### src/rtl/game_pkg.sv
// Shared types and helpers for the cell-grid game: line-select width, LFSR taps, one-hot decode.
// Latency: n/a (package only).
// Backpressure: n/a.
//
// Contents:
//   LINE_W        width of a one-hot row/column select
//   LFSR_TAPS     Galois feedback mask for the 16-bit move generator
//   seq_state_t   scramble sequencer states
//   move_t        latched move (row/column flag plus line index)
//   line_onehot   2-bit line index -> one-hot line select
//   lfsr_step     one Galois shift of a 16-bit LFSR
package game_pkg;

    localparam int          LINE_W    = 4;
    localparam logic [15:0] LFSR_TAPS = 16'hB400;

    typedef enum logic [1:0] {
        ST_IDLE = 2'd0,
        ST_GAP  = 2'd1,
        ST_FIRE = 2'd2,
        ST_DONE = 2'd3
    } seq_state_t;

    typedef struct packed {
        logic       x_nrow;   // 0 = row, 1 = column
        logic [1:0] idx;      // which of the four lines
    } move_t;

    // Index 0 selects the lowest line: 00->0001, 01->0010, 10->0100, 11->1000.
    function automatic logic [LINE_W-1:0] line_onehot(input logic [1:0] idx);
        logic [LINE_W-1:0] oh;
        oh      = '0;
        oh[idx] = 1'b1;
        return oh;
    endfunction

    // Right-shifting Galois form: the bit falling out of bit 0 is fed back
    // through the tap mask.
    function automatic logic [15:0] lfsr_step(input logic [15:0] cur);
        return {1'b0, cur[15:1]} ^ (cur[0] ? LFSR_TAPS : 16'h0000);
    endfunction

endpackage

### src/rtl/lfsr16.sv
// Free-running 16-bit Galois LFSR, advances once per clock in every state.
// Latency: q is the registered LFSR state; it changes on every rising clk edge.
// Backpressure: none; it never stalls.
//
// Ports:
//   clk    system clock
//   reset  asynchronous active-low reset; loads SEED
//   q      current LFSR state
module lfsr16
    import game_pkg::*;
#(
    parameter logic [15:0] SEED = 16'hACE1   // must be nonzero or the register locks up
) (
    input  logic        clk,
    input  logic        reset,
    output logic [15:0] q
);

    always_ff @(posedge clk or negedge reset) begin
        if (!reset) begin
            q <= SEED;
        end else begin
            q <= lfsr_step(q);
        end
    end

endmodule

### src/rtl/scramble_sequencer.sv
// Scramble move generator in front of the grid select: user pass-through in idle, paced random moves on start.
// Latency: pass-through is combinational; busy rises the cycle after start, first fire STEP_CYCLES+1 cycles after start.
// Backpressure: none; while busy all user inputs including start are ignored, and start in DONE is dropped.
//
// Ports:
//   clk, reset                  clock and asynchronous active-low reset
//   start                       one-cycle scramble request (already edge-detected)
//   user_row_column/user_nRow   user line select and row/column flag
//   user_fire, user_error       user fire and invalid-selection flag
//   row_column/x_nRow/fire      selection presented to the grid
//   busy                        sequencer owns the grid (GAP or FIRE)
//   done                        one-cycle pulse after the final fire
//   move_count                  moves issued since the last accepted start
module scramble_sequencer
    import game_pkg::*;
#(
    parameter int          MOVES       = 32,       // 0..255
    parameter int          STEP_CYCLES = 16,       // 1..65535
    parameter logic [15:0] LFSR_SEED   = 16'hACE1  // nonzero
) (
    input  logic              clk,
    input  logic              reset,
    input  logic              start,
    input  logic [LINE_W-1:0] user_row_column,
    input  logic              user_nRow,
    input  logic              user_fire,
    input  logic              user_error,
    output logic [LINE_W-1:0] row_column,
    output logic              x_nRow,
    output logic              fire,
    output logic              busy,
    output logic              done,
    output logic [7:0]        move_count
);

    localparam logic [7:0]  MOVES_INIT   = 8'(MOVES);
    localparam logic [15:0] TIMER_RELOAD = 16'(STEP_CYCLES - 1);

    seq_state_t  state;
    seq_state_t  state_nxt;
    logic [15:0] timer;
    logic [7:0]  remaining;
    move_t       move;
    logic [15:0] lfsr_q;
    logic        lfsr_unused;

    // Only the low three bits pick a move; the rest just keep the sequence long.
    assign lfsr_unused = ^lfsr_q[15:3];

    lfsr16 #(
        .SEED (LFSR_SEED)
    ) u_lfsr (
        .clk   (clk),
        .reset (reset),
        .q     (lfsr_q)
    );

    // ------------------------------------------------------------------
    // State register
    // ------------------------------------------------------------------
    always_ff @(posedge clk or negedge reset) begin
        if (!reset) begin
            state <= ST_IDLE;
        end else begin
            state <= state_nxt;
        end
    end

    // ------------------------------------------------------------------
    // Next-state logic
    // ------------------------------------------------------------------
    always_comb begin
        state_nxt = state;
        unique case (state)
            ST_IDLE: begin
                if (start) begin
                    // A zero-move scramble still reports completion.
                    state_nxt = (MOVES_INIT == 8'd0) ? ST_DONE : ST_GAP;
                end
            end
            ST_GAP: begin
                if (timer == 16'd0) begin
                    state_nxt = ST_FIRE;
                end
            end
            ST_FIRE: begin
                state_nxt = (remaining == 8'd1) ? ST_DONE : ST_GAP;
            end
            ST_DONE: begin
                // start arriving here is deliberately dropped.
                state_nxt = ST_IDLE;
            end
            default: begin
                state_nxt = ST_IDLE;
            end
        endcase
    end

    // ------------------------------------------------------------------
    // Timer, move latch and counters
    // ------------------------------------------------------------------
    always_ff @(posedge clk or negedge reset) begin
        if (!reset) begin
            timer      <= 16'd0;
            remaining  <= 8'd0;
            move_count <= 8'd0;
            move       <= '0;
        end else begin
            unique case (state)
                ST_IDLE: begin
                    if (start) begin
                        move_count <= 8'd0;
                        remaining  <= MOVES_INIT;
                        move       <= move_t'(lfsr_q[2:0]);
                        timer      <= TIMER_RELOAD;
                    end
                end
                ST_GAP: begin
                    if (timer != 16'd0) begin
                        timer <= timer - 16'd1;
                    end
                end
                ST_FIRE: begin
                    move_count <= move_count + 8'd1;
                    remaining  <= remaining - 8'd1;
                    if (remaining != 8'd1) begin
                        // Next move is drawn in the fire cycle so it has a full
                        // gap of settling before its own fire.
                        move  <= move_t'(lfsr_q[2:0]);
                        timer <= TIMER_RELOAD;
                    end
                end
                default: begin
                end
            endcase
        end
    end

    // ------------------------------------------------------------------
    // Output mux: user pass-through unless the sequencer owns the grid
    // ------------------------------------------------------------------
    always_comb begin
        row_column = user_error ? '0 : user_row_column;
        x_nRow     = user_nRow;
        fire       = user_fire;
        busy       = 1'b0;
        done       = 1'b0;
        unique case (state)
            ST_GAP, ST_FIRE: begin
                row_column = line_onehot(move.idx);
                x_nRow     = move.x_nrow;
                fire       = (state == ST_FIRE);
                busy       = 1'b1;
            end
            ST_DONE: begin
                done = 1'b1;
            end
            default: begin
            end
        endcase
    end

endmodule

### config.mk
export PLATFORM = sky130hd
export DESIGN_NAME = scramble_sequencer
export DESIGN_NICKNAME = d
export VERILOG_FILES = /design/src/rtl/game_pkg.sv /design/src/rtl/lfsr16.sv /design/src/rtl/scramble_sequencer.sv
export SDC_FILE = /design/constraint.sdc
export NUM_CORES = 1
export LEC_CHECK = 0
export BUFFER_PORTS_ARGS = -buffer_cell sky130_fd_sc_hd__buf_2
export CAP_MARGIN = 20
export CORE_AREA = 4 4 96 62
export DETAILED_ROUTE_END_ITERATION = 6
export DIE_AREA = 0 0 100 66
export PLACE_DENSITY = 0.7
export SYNTH_ARGS = -nofsm -noshare
export SYNTH_HDL_FRONTEND = slang
export SYNTH_SLANG_ARGS = --single-unit
### constraint.sdc
create_clock -name clk -period 1.9 [get_ports clk]
set_input_delay 0.285 -clock clk [delete_from_list [all_inputs] [get_ports clk]]
set_output_delay 0.285 -clock clk [all_outputs]
set_load 0.01 [all_outputs]
### After elaboration in Yosys (flattened, before gate mapping)

Cells that the tools add are included.

* register bits after elaboration: 53
* input port bits: 10
* output and inout port bits: 16
* word-level logic and storage cells: 57

* add/subtract/negate cells: 3
* order comparisons: 2
* equality and inequality tests: 9
* multiplexer cells: 24
* bitwise gates (word level): 1
* reductions and logical operators: 11

Operators by type and width (count)
* two-way mux 16 bit: 4
* case mux 16 bit (3 select lines): 1
* case mux 8 bit (2 select lines): 2
* zero test 16 bit: 1
* two-way mux 8 bit: 2
* nonzero test 16 bit: 1
* subtractor 16 x 1 -> 16 bit, second input constant: 1
* bitwise XOR 15 x 16 -> 16 bit: 1
* adder 8 x 1 -> 8 bit, second input constant: 1
* equality test 8 x 1 -> 1 bit, second input constant: 1
* two-way mux 4 bit: 2
* inequality test 2 bit, second input constant: 4
* inequality test 8 x 1 -> 1 bit, second input constant: 1
* case mux 2 bit (4 select lines): 1
* subtractor 8 x 1 -> 8 bit, second input constant: 1
* two-way mux 2 bit: 3
* two-way mux 3 bit: 2
* case mux 3 bit (2 select lines): 1
* two-way mux 1 bit: 5
* equality test 2 bit, second input constant: 2
* AND reduction 2 bit: 2
* AND reduction 4 bit: 1
* less-than comparator 2 x 3 -> 1 bit, second input constant: 1
* AND reduction 3 bit: 1
* other kinds (8): 8

### Longest topological paths before layout

* depth after elaboration: 5
* mapped depth: 8
* mapped depth without buffers: 7

### Cells and area by module

A second synthesis with hierarchy kept.

* cell total of the unflattened synthesis: 254
* area, all modules: 2646.3 sq um

By module, submodules not included
* scramble_sequencer: times used 1, cells an instance 235, area an instance 2209.6 sq um
* lfsr16: times used 1, cells an instance 19, area an instance 436.7 sq um

### Least setup slack after synthesis

Ideal clock, no wire load.

* kind: flip-flop to flip-flop
* from: register state[0]
* to: register timer[12]
* library setup time: 0.121 ns
* arrival time: 1.832 ns
* slack: -0.053 ns
* cell stages (with the launch flop): 8
* path buffers: 0
* period minus slack after synthesis: 1.953 ns
* cells stage by stage: dfrtp_1 > inv_1 > ha_1 > nor4bb_1 > a211oi_2 > nand2_1 > nor2_1 > a22o_1

* word-level cells in the longest chain between the ends: 3
* elaborated cells between the ends (all ways): 9
* those cells by class: eq/ne: 5; mux: 1; reduce/logical: 3

Ends and longest elaborated chain
* start: declaration: line scramble_sequencer.sv:39 `seq_state_t state;`
* start signal: assignment: line scramble_sequencer.sv:65 `state <= state_nxt;`
* equality test 2 x 1 -> 1 bit, or another cell as far along: line scramble_sequencer.sv:109 `unique case (state)`
* inequality test 2 bit (no line) / nonzero test 3 bit (equally long branches)
* AND reduction 4 bit (no line)
* end signal: assignment: line scramble_sequencer.sv:120 `timer <= timer - 16'd1;`
* end: declaration: line scramble_sequencer.sv:41 `logic [15:0] timer;`

Parallel ways exist; a longest one is shown, timed or not.
A chain may end at the register's enable or synchronous reset.

### Worst setup path after layout

* from: register state[1]
* to: output x_nRow

* word-level cells in the longest chain between the ends: 3
* elaborated cells between the ends (all ways): 4
* those cells by class: eq/ne: 2; mux: 1; reduce/logical: 1

Ends and longest elaborated chain
* equality test 2 bit / equality test 2 x 1 -> 1 bit (equally long branches): line scramble_sequencer.sv:148 `unique case (state)`
* OR reduction 2 bit (*): line scramble_sequencer.sv:148
* two-way mux 1 bit (*): line scramble_sequencer.sv:148
* end: declaration: line scramble_sequencer.sv:29 `output logic x_nRow,`

Mark *: on every way between the ends. The rest lies on a longest branch, timed or not.

==> impl_metrics.csv <==
group,metric,value,unit
global_route,grt_max_degree,25,
routing,antenna_left,0,
worst_setup_path,reg2reg_depth,9,
placement,place_ws,-2.00,ps
worst_setup_path,worstSetupPathType,"flop to primary output",
finish,drive_gt1_frac,0.340,
timing,fin_crit_sh,0.987,
synthesis,synth-seq-cells,53,
synthesis,netlist_area,2630,um^2
worst_hold_path,holdPathStages,0,
routing,detail_route.first_pass.iterations,5,
worst_setup_path,worstPathRequired,1620,ps
floorplan,dieArea,6600,um^2
status,status,"completed",
worst_setup_path,start_kind,"flop",
timing,fmax,533,MHz
global_route,grt_usage,0.192,
finish,antenna_cells,0,
clock_tree,cts.clk_slew.worst_paths,100,ps
job,maxCapViolCount,0,
timing,rsz0062_at_grt,"true",
clock_tree,numCtsBuffers,5,
global_route,grt_pass1_wl,9830,um
timing,report.final.slew_viol_count,0,
synthesis,ys_seq_area_frac,0.508,
timing,finalHoldViolCount,0,
timing,setup_viol,0,
clock_tree,clock_path_buffers,2,
worst_setup_path,arrival,1590,ps
floorplan,die_y,66,um
routing,wl_per_cell,15.0,um
timing,fin_ws,25.5,ps
global_route,grt_pass1_vias,1992,
synthesis,ys_warn_count,0,
power_and_ir_drop,finalPower,1.83,mW
worst_hold_path,hold_class,"flop to flop",
placement,gp_congestion,0.912,
synthesis,avgSynthCellArea,10.2,um^2
clock_tree,cts_max_level,2,
floorplan,core_area,4980,um^2
routing,avgViaCountPerCell,5.58,
clock_tree,cts_tree,"done",
finish,fin_util,0.669,
clock_tree,cts_root_buf,"clkbuf_8",
routing,vias,2187,
floorplan,initial_core_util,0.529,
routing,drt-initial-drc-count,156,
timing,max_slew_margin,0.618,
finish,nets,344,
finish,fillerInstances,361,
synthesis,yosys.area.top_type,"dfrtp_1",
synthesis,netlist.area_leader.share,0.428,
timing,clock_skew,5.73,ps
timing,fin_hold_ws,358,ps
worst_setup_path,cp_max_fo,9,
placement,placed_cell_area,3080,um^2
routing,drc,0,
routing,routed_wl,5890,um
floorplan,std_cell_rows,20,
finish,final_area,3330,um^2
synthesis,synth.area.top_cells,"dfrtp_1 43%, dfstp_2 8.0%, ha_1 4.3%, nand2_1 3.8%, nor2_1 3.0%",
timing,period_minus_slack,1870,ps
synthesis,syn_inst,258,
timing,tightest_slew,568,ps
power_and_ir_drop,worst_ir_drop_vdd,0.494,mV
power_and_ir_drop,p_leak,1.58,nW
floorplan,ioPinCount,26,
clock_tree,clkLatencyLatePin,310,ps
synthesis,synth_cell_type_count,47,
clock_tree,cts.sinks,53,
worst_setup_path,cp-end-kind,"primary output",
placement,dp_hpwl,4320,um
floorplan,dieWidth,100,um
global_route,antenna_found_initial,0,
global_route,overflow,0,
finish,syn2layout_area_growth,26.6,%
placement,io_buffer_count,25,
synthesis,syn-num-nets,277,
power_and_ir_drop,powerDensity,549,nW/um^2
worst max-delay path, cell delays in order, from the launching register on:
cell and delay, ps:
dfrtp_2 410, inv_2 70, ha_4 310, mux2_2 340, buf_2 140
Yosys cell counts, drive strengths merged:
| master | n |
|---|---|
| nand3 | 14 |
| ha | 9 |
| dfrtp | 45 |
| mux2 | 5 |
| a211oi | 1 |
| nor4 | 6 |
| a22o | 7 |
| o21a | 1 |
| a32o | 3 |
| clkbuf | 5 |
| inv | 14 |
| a31o | 1 |
| o311ai | 2 |
| buf | 1 |
| nand2 | 27 |
| o31a | 1 |
| xor2 | 5 |
| o31ai | 2 |
| a21o | 1 |
| nand3b | 2 |
| a31oi | 7 |
| o22ai | 3 |
| or4 | 1 |
| a311o | 1 |
| nor4bb | 1 |
| nor2 | 21 |
| xnor2 | 1 |
| o211ai | 1 |
| nor2b | 1 |
| mux2i | 3 |
| nand4 | 8 |
| dfstp | 8 |
| a21oi | 15 |
| or3 | 3 |
| o21ai | 17 |
| a211o | 1 |
| nor3b | 1 |
| o22a | 1 |
| and3 | 2 |
| nor3 | 7 |
| and4b | 1 |
| nand2b | 2 |
state kept, by name, summed over array words and instances, names as in the netlist:
name / flops
remaining: 8
timer: 16
move: 3
u_lfsr.q: 16
state: 2
move_count: 8
logic make-up after synthesis:
logic type                 Yosys count  synth area share
DFF                                 53             0.508
AOI/OAI and AO/OA                   65             0.162
muxes                                8            0.0328
buffers and inverters               20            0.0318
xor gates and xnor gates             6            0.0200
and+or+nand+nor                     97             0.203
adders and majority gates            9            0.0428
what timing repair did:
action,in CTS,in global routing
setup endpoints to repair,5,29
buffers inserted,0,9
cloned,0,0
hold endpoints to repair,15,0
gates resized for setup,3,25
pin swaps,1,7
hold buffers,1,0
placed cells by master (no fill, tap or decap), types with 3 or more instances in the layout:
master     n
buf_2     25
a22o_1     7
inv_2      3
inv_1     11
o21ai_0   11
nor4_4     3
mux2i_1    3
nand2_1   26
nor3_1     7
o21ai_1    5
buf_4     36
a32o_1     3
buf_6      3
ha_1       6
nand4_1    7
a21oi_1   14
xor2_1     5
nor2_1    19
a31oi_1    7
nand3_1   14
dfrtp_1   43
clkbuf_8   5
dfstp_2    8
o22ai_1    3
mux2_2     5
through the flow:
| step | instances | TNS, ps |
|---|---|---|
| 5_1_grt | 392 | -255 |
| 4_1_cts | 384 | -1.40 |
| 6_report | 392 | 0 |
| 3_3_place_gp | 375 | 0 |
| 2_1_floorplan | 258 | -18.6 |
| 3_5_place_dp | 375 | -2.00 |
area by class of cell:
| cell class | instances | area, um^2 | area share |
|---|---|---|---|
| multi-input combinational | 185 | 1310 | 0.392 |
| inverter | 14 | 52.6 | 0.0158 |
| clock inverter | 3 | 25.0 | 0.00751 |
| clock buffer | 5 | 68.8 | 0.0206 |
| timing repair buffer | 66 | 459 | 0.138 |
| tap | 66 | 82.6 | 0.0248 |
| sequential | 53 | 1340 | 0.402 |
per-layer routing:
metal,up-vias,share of wire,global-route usage
li1,1082,-,-
met4,0,0.0063,0.0605
met1,1037,0.53,0.306
met5,-,0,0
met3,7,0.055,0.0443
met2,61,0.41,0.252
worst paths after layout:
check                                endpoint   startpoint  slack (ps)
worst max-delay path                   x_nRow     state[1]          30
worst min-delay path              u_lfsr.q[3]  u_lfsr.q[4]         360
worst max register to register      timer[12]     state[0]          30
worst min register to register    u_lfsr.q[3]  u_lfsr.q[4]         360
max in group asynchronous        u_lfsr.q[10]        reset         850
min in group asynchronous       move_count[6]        reset         450
report_power, final:
part	internal [mW]	switching, mW	total, mW
registers	1.13	0	1.13
logic	0.0142	0.0252	0.0393
clock network	0.269	0.394	0.663
total	1.41	0.419	1.83
No activity file was read; power rests on OpenSTA's default activity.
